`config.mk`:
```
export PLATFORM = sky130hd
export DESIGN_NAME = timer_ctrl
export DESIGN_NICKNAME = d
export VERILOG_FILES = /design/src/rtl/timer_ctrl_pkg.sv /design/src/rtl/strobe_div.sv /design/src/rtl/timer_ctrl.sv
export SDC_FILE = /design/constraint.sdc
export NUM_CORES = 1
export LEC_CHECK = 0
export CAP_MARGIN = 0
export CORE_UTILIZATION = 45
export CTS_CLUSTER_DIAMETER = 40
export DETAILED_ROUTE_END_ITERATION = 12
export PLACE_DENSITY = 0.75
export SLEW_MARGIN = 20
export SYNTH_ARGS = -nofsm -noshare
export SYNTH_HDL_FRONTEND = slang
export SYNTH_HIERARCHICAL = 1
export SYNTH_SLANG_ARGS = --single-unit
```
`constraint.sdc`:
```
create_clock -name i_clk -period 1.6 [get_ports i_clk]
set_input_delay 0.32 -clock i_clk [delete_from_list [all_inputs] [get_ports i_clk]]
set_output_delay 0.32 -clock i_clk [all_outputs]
set_load 0.01 [all_outputs]
```
`src/rtl/timer_ctrl_pkg.sv`:
```
// Shared types for the event timer: controller state and counting mode.
package timer_ctrl_pkg;
    typedef enum logic {IDLE = 1'b0, RUN = 1'b1} state_e;
    typedef enum logic {ONE_SHOT = 1'b0, PERIODIC = 1'b1} mode_e;
endpackage

```
`src/rtl/strobe_div.sv`:
```
// Free-running divider: one-cycle strobe every DIV clocks, counter held at 0 in reset.
module strobe_div #(
    parameter int DIV = 10
) (
    input  logic i_clk,
    input  logic i_reset,
    output logic o_strobe
);
    localparam int CW = (DIV > 1) ? $clog2(DIV) : 1;
    localparam logic [CW-1:0] LAST = CW'(DIV - 1);

    logic [CW-1:0] cnt_q, cnt_d;

    // Strobe on the last count so the first one lands DIV edges after reset release.
    always_comb begin
        o_strobe = (cnt_q == LAST);
        cnt_d    = o_strobe ? '0 : cnt_q + CW'(1);
    end

    always_ff @(posedge i_clk or posedge i_reset) begin
        if (i_reset) cnt_q <= '0;
        else         cnt_q <= cnt_d;
    end
endmodule

```
`src/rtl/timer_ctrl.sv`:
```
// Programmable one-shot/periodic event timer on top of a prescaled base tick,
// with a valid/ready event output and a sticky overrun flag.
module timer_ctrl
    import timer_ctrl_pkg::*;
#(
    parameter int PRESCALE = 10,
    parameter int CNT_W    = 16
) (
    input  logic             i_clk,
    input  logic             i_reset,
    input  logic             i_cfg_valid,
    output logic             o_cfg_ready,
    input  logic [CNT_W-1:0] i_cfg_period,
    input  logic             i_cfg_periodic,
    input  logic             i_start,
    input  logic             i_stop,
    output logic             o_busy,
    output logic             o_event_valid,
    input  logic             i_event_ready,
    output logic             o_overrun,
    input  logic             i_clr_overrun
);
    if (PRESCALE < 2) begin : g_bad_prescale
        $error("timer_ctrl: PRESCALE must be >= 2");
    end
    if (CNT_W < 1) begin : g_bad_cnt_w
        $error("timer_ctrl: CNT_W must be >= 1");
    end

    state_e           state_q, state_d;
    mode_e            periodic_q, periodic_d;
    logic [CNT_W-1:0] period_q, period_d;
    logic [CNT_W-1:0] remaining_q, remaining_d;
    logic             event_valid_q, event_valid_d;
    logic             overrun_q, overrun_d;
    logic [CNT_W-1:0] eff_period;
    logic             presc_rst, tick, expiry;

    // Prescaler only runs in RUN, so tick phase is aligned to the start edge.
    assign presc_rst = (state_q != RUN);

    strobe_div #(.DIV(PRESCALE)) u_presc (
        .i_clk    (i_clk),
        .i_reset  (presc_rst),
        .o_strobe (tick)
    );

    assign expiry = (state_q == RUN) && tick && (remaining_q == CNT_W'(1));

    always_comb begin
        state_d     = state_q;
        periodic_d  = periodic_q;
        period_d    = period_q;
        remaining_d = remaining_q;
        eff_period  = i_cfg_valid ? i_cfg_period : period_q;
        case (state_q)
            IDLE: begin
                if (i_cfg_valid) begin
                    period_d   = i_cfg_period;
                    periodic_d = mode_e'(i_cfg_periodic);
                end
                if (i_start && !i_stop && (eff_period != '0)) begin
                    state_d     = RUN;
                    remaining_d = eff_period;
                end
            end
            RUN: begin
                if (expiry) begin
                    if (periodic_q == PERIODIC) begin
                        remaining_d = period_q;
                    end else begin
                        state_d     = IDLE;
                        remaining_d = '0;
                    end
                end else if (tick) begin
                    remaining_d = remaining_q - CNT_W'(1);
                end
                // Stop discards the count but never suppresses a same-edge expiry.
                if (i_stop) begin
                    state_d     = IDLE;
                    remaining_d = '0;
                end
            end
            default: state_d = IDLE;
        endcase
    end

    always_comb begin
        event_valid_d = event_valid_q;
        overrun_d     = overrun_q;
        if (event_valid_q && i_event_ready) event_valid_d = 1'b0;
        if (expiry)                         event_valid_d = 1'b1;
        if (i_clr_overrun)                  overrun_d     = 1'b0;
        if (expiry && event_valid_q && !i_event_ready) overrun_d = 1'b1;
    end

    always_ff @(posedge i_clk or posedge i_reset) begin
        if (i_reset) begin
            state_q       <= IDLE;
            periodic_q    <= ONE_SHOT;
            period_q      <= '0;
            remaining_q   <= '0;
            event_valid_q <= 1'b0;
            overrun_q     <= 1'b0;
        end else begin
            state_q       <= state_d;
            periodic_q    <= periodic_d;
            period_q      <= period_d;
            remaining_q   <= remaining_d;
            event_valid_q <= event_valid_d;
            overrun_q     <= overrun_d;
        end
    end

    assign o_busy        = (state_q == RUN);
    assign o_cfg_ready   = (state_q == IDLE);
    assign o_event_valid = event_valid_q;
    assign o_overrun     = overrun_q;
endmodule

```
# Yosys cells after proc, flatten, opt, wreduce, memory -nomap -nowiden
# Index checks and enable logic that the tools add are counted.
[word_totals]
out_inout_bits = 4
word_cells = 45
reg_bits = 40
input_bits = 24
[op_classes]
bitwise = 1
mux = 17
n_eq_ne = 4
addsub = 2
n_reduce_logical = 14
[ops]
columns = ["cell", "n"]
rows = [
  ["16-bit two-way mux", 6],
  ["16-bit one-hot mux with 2 select lines", 1],
  ["16-bit by 1-bit == test with 1-bit output (second input constant)", 1],
  ["16-bit nonzero test", 1],
  ["16-bit by 1-bit subtractor with 16-bit output (second input constant)", 1],
  ["1-bit two-way mux", 8],
  ["1-bit logical AND", 7],
  ["4-bit by 1-bit adder with 4-bit output (second input constant)", 1],
  ["4-bit == test (second input constant)", 1],
  ["4-bit two-way mux", 1],
  ["4-bit by 2-bit inequality test with 1-bit output (second input constant)", 1],
  ["2-bit AND reduction", 2],
  ["2-bit nonzero test", 2],
  ["1-bit zero test", 2],
  ["2-bit by 1-bit inequality test with 1-bit output (second input constant)", 1],
  ["1-bit one-hot mux with 2 select lines", 1],
  ["1-bit NOT", 1],
]

# Logic depth before layout (Yosys ltp)
[logic_depth]
ltp_word = 6
depth_mapped = 8
mapped_depth_nobuf = 7

# Modules after synthesis
# The synthesis kept the hierarchy.
[modules_own_cells]
columns = ["mod", "seq_area_each_um2", "instances", "cells_per_inst", "area_each_um2"]
rows = [
  ["timer_ctrl", 900.9, 1, 259, 2471.1],
  ["strobe_div", 100.1, 1, 16, 175.2],
]

# Least setup slack after synthesis
# OpenSTA, ideal clock, no wires.
[synth_timing]
kind = "flip-flop to flip-flop"
from = "register remaining_q[7]"
to = "register remaining_q[9]"
stages_incl_launch_ff = 8
required_time_ns = 1.474
setup_time_ns = 0.126
period_less_slack_ns = 2.461
setup_slack_ns = -0.861
t_arrival_ns = 2.335
path_buffers = 2
cell_sequence = "dfrtp_1 or4_4 or4_4 buf_6 o31ai_4 buf_6 nor3_1 o32a_1"
[synth_via]
elab_chain_cells = 5
word_cells_on_any_way = 9
cone_classes = "1 x add/sub; 2 x eq/ne; 4 x mux; 2 x reduce/logical"
[synth_lines]
columns = ["item", "line", "text"]
rows = [
  ["start, declared", "timer_ctrl.sv:33", "logic [CNT_W-1:0] remaining_q, remaining_d;"],
  ["start signal, assigned", "timer_ctrl.sv:109", "remaining_q <= remaining_d;"],
  ["16-bit by 1-bit subtractor with 16-bit output / 16-bit by 1-bit == test with 1-bit output (equally long branches)", "timer_ctrl.sv:76, timer_ctrl.sv:48", ""],
  ["16-bit two-way mux / 1-bit logical AND (equally long branches)", "timer_ctrl.sv:75, timer_ctrl.sv:48", ""],
  ["16-bit two-way mux", "timer_ctrl.sv:68", "if (expiry) begin"],
  ["16-bit two-way mux", "timer_ctrl.sv:79", "if (i_stop) begin"],
  ["16-bit one-hot mux with 2 select lines", "timer_ctrl.sv:56", "case (state_q)"],
]
# Several ways; a longest one is shown, not always the timed one. The select of a mux whose other input is x is not followed.
# A chain may end at the register's enable or synchronous reset.

# Worst setup path in the final report
[layout_timing]
from = "register remaining_q[8]"
to = "register remaining_q[5]"
[layout_via]
elab_chain_cells = 5
word_cells_on_any_way = 7
cone_classes = "2 x eq/ne; 3 x mux; 2 x reduce/logical"
[layout_lines]
columns = ["item", "line", "text"]
rows = [
  ["16-bit by 1-bit == test with 1-bit output (*)", "timer_ctrl.sv:48", "assign expiry = (state_q == RUN) && tick && (remaining_q == CNT_W'(1));"],
  ["1-bit logical AND (*)", "timer_ctrl.sv:48", ""],
  ["16-bit two-way mux", "timer_ctrl.sv:68", ""],
  ["16-bit two-way mux", "timer_ctrl.sv:79", ""],
  ["16-bit one-hot mux with 2 select lines", "timer_ctrl.sv:56", ""],
]
# Mark *: on every way between the ends. The rest lies on a longest branch, timed or not.

==> run_summary.xml <==
<?xml version="1.0" encoding="UTF-8"?>
<metrics>
  <group name="detailed_routing">
    <metric name="avgViaCountPerCell" unit="">6.54</metric>
    <metric name="detailedRoute.firstIterationViolations" unit="">494</metric>
    <metric name="detail_route.wirelength" unit="mm">10.2</metric>
    <metric name="avgRoutedWirePerCell" unit="µm">21.2</metric>
    <metric name="antenna_left" unit="">0</metric>
    <metric name="route.vias.total" unit="">3151</metric>
    <metric name="drt_pre_antenna_iters" unit="">5</metric>
    <metric name="drc" unit="">0</metric>
  </group>
  <group name="final_layout">
    <metric name="syn2layout_area_growth" unit="%">58.2</metric>
    <metric name="area_of_the_multi_input_gates" unit="µm²">1770</metric>
    <metric name="final_common_cell" unit="">buf_4</metric>
    <metric name="nNetsFinal" unit="">435</metric>
    <metric name="diodes" unit="">0</metric>
    <metric name="most-common-layout-cells" unit="">105 x buf_4, 40 x dfrtp_1, 24 x clkdlybuf4s50_1, 23 x mux2_2, 18 x nor3_1</metric>
    <metric name="fill_cells" unit="">331</metric>
    <metric name="layout-drive-gt1-share" unit="">0.483</metric>
    <metric name="finalInstanceArea" unit="µm²">4190</metric>
    <metric name="sequential_cell_area" unit="µm²">1000</metric>
  </group>
  <group name="worst_setup_path">
    <metric name="slowest_stage_cell_on_the_critical_path" unit="">or4_4</metric>
    <metric name="timing.critical_path.to_type" unit="">flop</metric>
    <metric name="cp_max_fo" unit="">8</metric>
    <metric name="critPathArrivalTime" unit="ns">2.63</metric>
    <metric name="cpMostUsedCell" unit="">or4_4</metric>
    <metric name="cell_type_group_with_the_largest_total_delay_on_the_critical_path" unit="">simple AND/OR/NAND/NOR gates</metric>
    <metric name="critical_path.n_buffers_inverters" unit="">1</metric>
    <metric name="cp-startpoint" unit="">remaining_q[8]</metric>
    <metric name="critical_path.cell_chain" unit="">or4_4, or4_4, o31ai_4, buf_6, o31ai_1, mux2_4</metric>
    <metric name="cp-start-kind" unit="">flop</metric>
    <metric name="timing.setup.critical_path_class" unit="">flop to flop</metric>
    <metric name="rr_startpoint" unit="">remaining_q[8]</metric>
    <metric name="critPathMaxStageDelay" unit="ns">0.55</metric>
    <metric name="critPathRequiredTime" unit="ns">1.80</metric>
  </group>
  <group name="grt">
    <metric name="grt-ovfl-total" unit="">0</metric>
    <metric name="initial_antenna_violation_count" unit="">0</metric>
    <metric name="global_route_wire_length_before_repair" unit="mm">15.8</metric>
    <metric name="grt_max_degree" unit="">37</metric>
    <metric name="grt_pass1_vias" unit="">3082</metric>
    <metric name="track_usage" unit="">0.333</metric>
  </group>
  <group name="sta">
    <metric name="timing.fmax" unit="MHz">411</metric>
    <metric name="setup_repair_after_global_routing_missed_its_margin" unit="">yes</metric>
    <metric name="fin_hold_ws" unit="ns">0.360</metric>
    <metric name="final_max_slew_viol_count" unit="">0</metric>
    <metric name="worst_slew_pin_slew" unit="ns">0.591</metric>
    <metric name="finalWorstPathRequiredPeriod" unit="ns">2.43</metric>
    <metric name="maxSlewHeadroom" unit="">0.603</metric>
    <metric name="finalSetupViolCount" unit="">19</metric>
    <metric name="finalCritPeriodShare" unit="">1.52</metric>
    <metric name="hold_violations" unit="">0</metric>
    <metric name="setup_slack" unit="ns">-0.832</metric>
    <metric name="finClkSkew" unit="ns">0.0179</metric>
  </group>
  <group name="power">
    <metric name="max_vdd_drop" unit="mV">0.662</metric>
    <metric name="static-leakage-power" unit="nW">1.83</metric>
    <metric name="p_per_area" unit="nW/µm²">1060</metric>
  </group>
  <group name="logic_synthesis">
    <metric name="syn-num-nets" unit="">301</metric>
    <metric name="synth_cell_types" unit="">55</metric>
    <metric name="yosys_warnings" unit="">6</metric>
    <metric name="synth_enable_flop_cells" unit="">0</metric>
    <metric name="synth_seq_cells" unit="">40</metric>
    <metric name="ys_async_sr_fraction" unit="">1.00</metric>
    <metric name="synth_sequential_area_ratio" unit="">0.378</metric>
    <metric name="syn-mean-instance-area" unit="µm²">9.62</metric>
    <metric name="most_used_dff_post_synth" unit="">dfrtp_1</metric>
    <metric name="syn_area" unit="µm²">2650</metric>
    <metric name="netlist_instances" unit="">275</metric>
  </group>
  <group name="cts">
    <metric name="clock_insertion_delay_worst_skew" unit="ns">0.31</metric>
    <metric name="h-tree-depth" unit="">2</metric>
    <metric name="cts_tree" unit="">yes</metric>
    <metric name="clkSinkCount" unit="">40</metric>
    <metric name="clkTransAtPathRegs" unit="ns">0.09</metric>
    <metric name="clock_tree.buffer_depth" unit="">2</metric>
    <metric name="clock_tree.root_cell" unit="">clkbuf_8</metric>
    <metric name="cts_buffers" unit="">5</metric>
  </group>
  <group name="die">
    <metric name="floorplan.io_pins" unit="">28</metric>
    <metric name="die_area" unit="µm²">6190</metric>
    <metric name="die_height" unit="µm">78.7</metric>
    <metric name="horizontal_die_dimension" unit="µm">78.7</metric>
    <metric name="initial_utilization" unit="">0.475</metric>
    <metric name="floorplan.rows" unit="">27</metric>
    <metric name="coreArea" unit="µm²">5570</metric>
  </group>
  <group name="run_status">
    <metric name="run_status" unit="">complete, but fails checks</metric>
    <metric name="failing_checks" unit="">negative setup slack</metric>
  </group>
  <group name="place">
    <metric name="place_area" unit="µm²">3760</metric>
    <metric name="dp_hpwl" unit="mm">6.21</metric>
    <metric name="numPortBuffers" unit="">27</metric>
    <metric name="globalplace.congestion" unit="">0.920</metric>
  </group>
  <group name="job">
    <metric name="drv_cap" unit="">0</metric>
  </group>
  <group name="hold_path">
    <metric name="hp-class" unit="">primary input to async pin</metric>
  </group>
</metrics>
## flip-flops by register name, summed over array words and instances, names as in the netlist
signal	cells
periodic_q	1
remaining_q	16
u_presc/cnt_q	4
o_busy	1
o_overrun	1
period_q	16
o_event_valid	1
## what timing repair did
action                                  4_1_cts  5_1_grt
pin swaps                                     5        7
endpoints found under the setup margin       35       20
hold buffers                                  0        0
gates cloned                                  2        1
setup buffers                                 8        5
resized for setup                            37       20
## worst min-delay path, cell delays in order
cell,delay (ns)
clkdlybuf4s50_1,0.39
inv_1,0.09
buf_12,0.22
## per-stage QoR
step           setup TNS [ns]  instances  setup WS [ns]  utilization  power (mW)
2_1_floorplan          -12.62        275         -0.807            -        2.38
3_3_place_gp           -20.74        458         -0.967        0.674        3.30
3_5_place_dp           -23.05        458          -1.04        0.674        3.35
4_1_cts                -12.66        476         -0.747        0.730        4.23
5_1_grt                -14.05        482         -0.847        0.751        4.64
6_report               -13.31        482         -0.832        0.751        4.46
## cell usage after synthesis (4+ instances only)
| cell | number | area [µm²] |
|---|---|---|
| nor3_1 | 22 | 110 |
| a211oi_1 | 9 | 67.6 |
| inv_1 | 11 | 41.3 |
| o32a_1 | 6 | 60.1 |
| clkbuf_1 | 12 | 45.0 |
| or2_2 | 4 | 25.0 |
| mux2i_1 | 10 | 100 |
| a31oi_1 | 4 | 25.0 |
| o22ai_1 | 4 | 25.0 |
| mux2_2 | 30 | 338 |
| o21ai_0 | 10 | 50.1 |
| nand2_1 | 16 | 60.1 |
| o31ai_1 | 7 | 52.6 |
| nor2_1 | 17 | 63.8 |
| dfrtp_1 | 40 | 1000 |
| nor4_1 | 7 | 43.8 |
| a21oi_1 | 4 | 20.0 |
## area by class of cell
class	count	share of cell area
Sequential cell	40	0.239
Multi-Input combinational cell	208	0.423
Timing Repair Buffer	143	0.285
Clock inverter	2	0.00239
Tap cell	72	0.0215
Inverter	11	0.00986
Clock buffer	6	0.0197
## routing by layer
| layer | global-route usage | wire length [µm] |
|---|---|---|
| met1 | 0.423 | 4000 |
| met2 | 0.553 | 4640 |
| met3 | 0.0581 | 918 |
| met4 | 0.146 | 676 |
| met5 | 0 | 0 |
## where the power goes
part,internal [mW],switching [mW],total [mW]
clock,0.345,0.375,0.720
sequential,1.23,0.149,1.38
combinational,1.20,1.16,2.36
total,2.77,1.68,4.46
## final timing paths
check                                    to  slack, ns  cells past startpoint
max                          remaining_q[5]      -0.83                      6
min                            period_q[15]       0.36                      3
max reg2reg                  remaining_q[5]      -0.83                      6
min reg2reg                   o_event_valid       0.52                      2
max in group asynchronous  u_presc/cnt_q[1]       0.83                      4
min in group i_clk            o_event_valid       0.52                      2
## logic make-up after synthesis
family,after synthesis,share of synthesized area
compound gates,69,0.196
flops,40,0.378
xor+xnor,4,0.0132
fa+ha+maj,2,0.00945
buf+inv,28,0.0468
mux,40,0.165
simple gates,92,0.191
No activity file was read; power rests on OpenSTA's default activity.
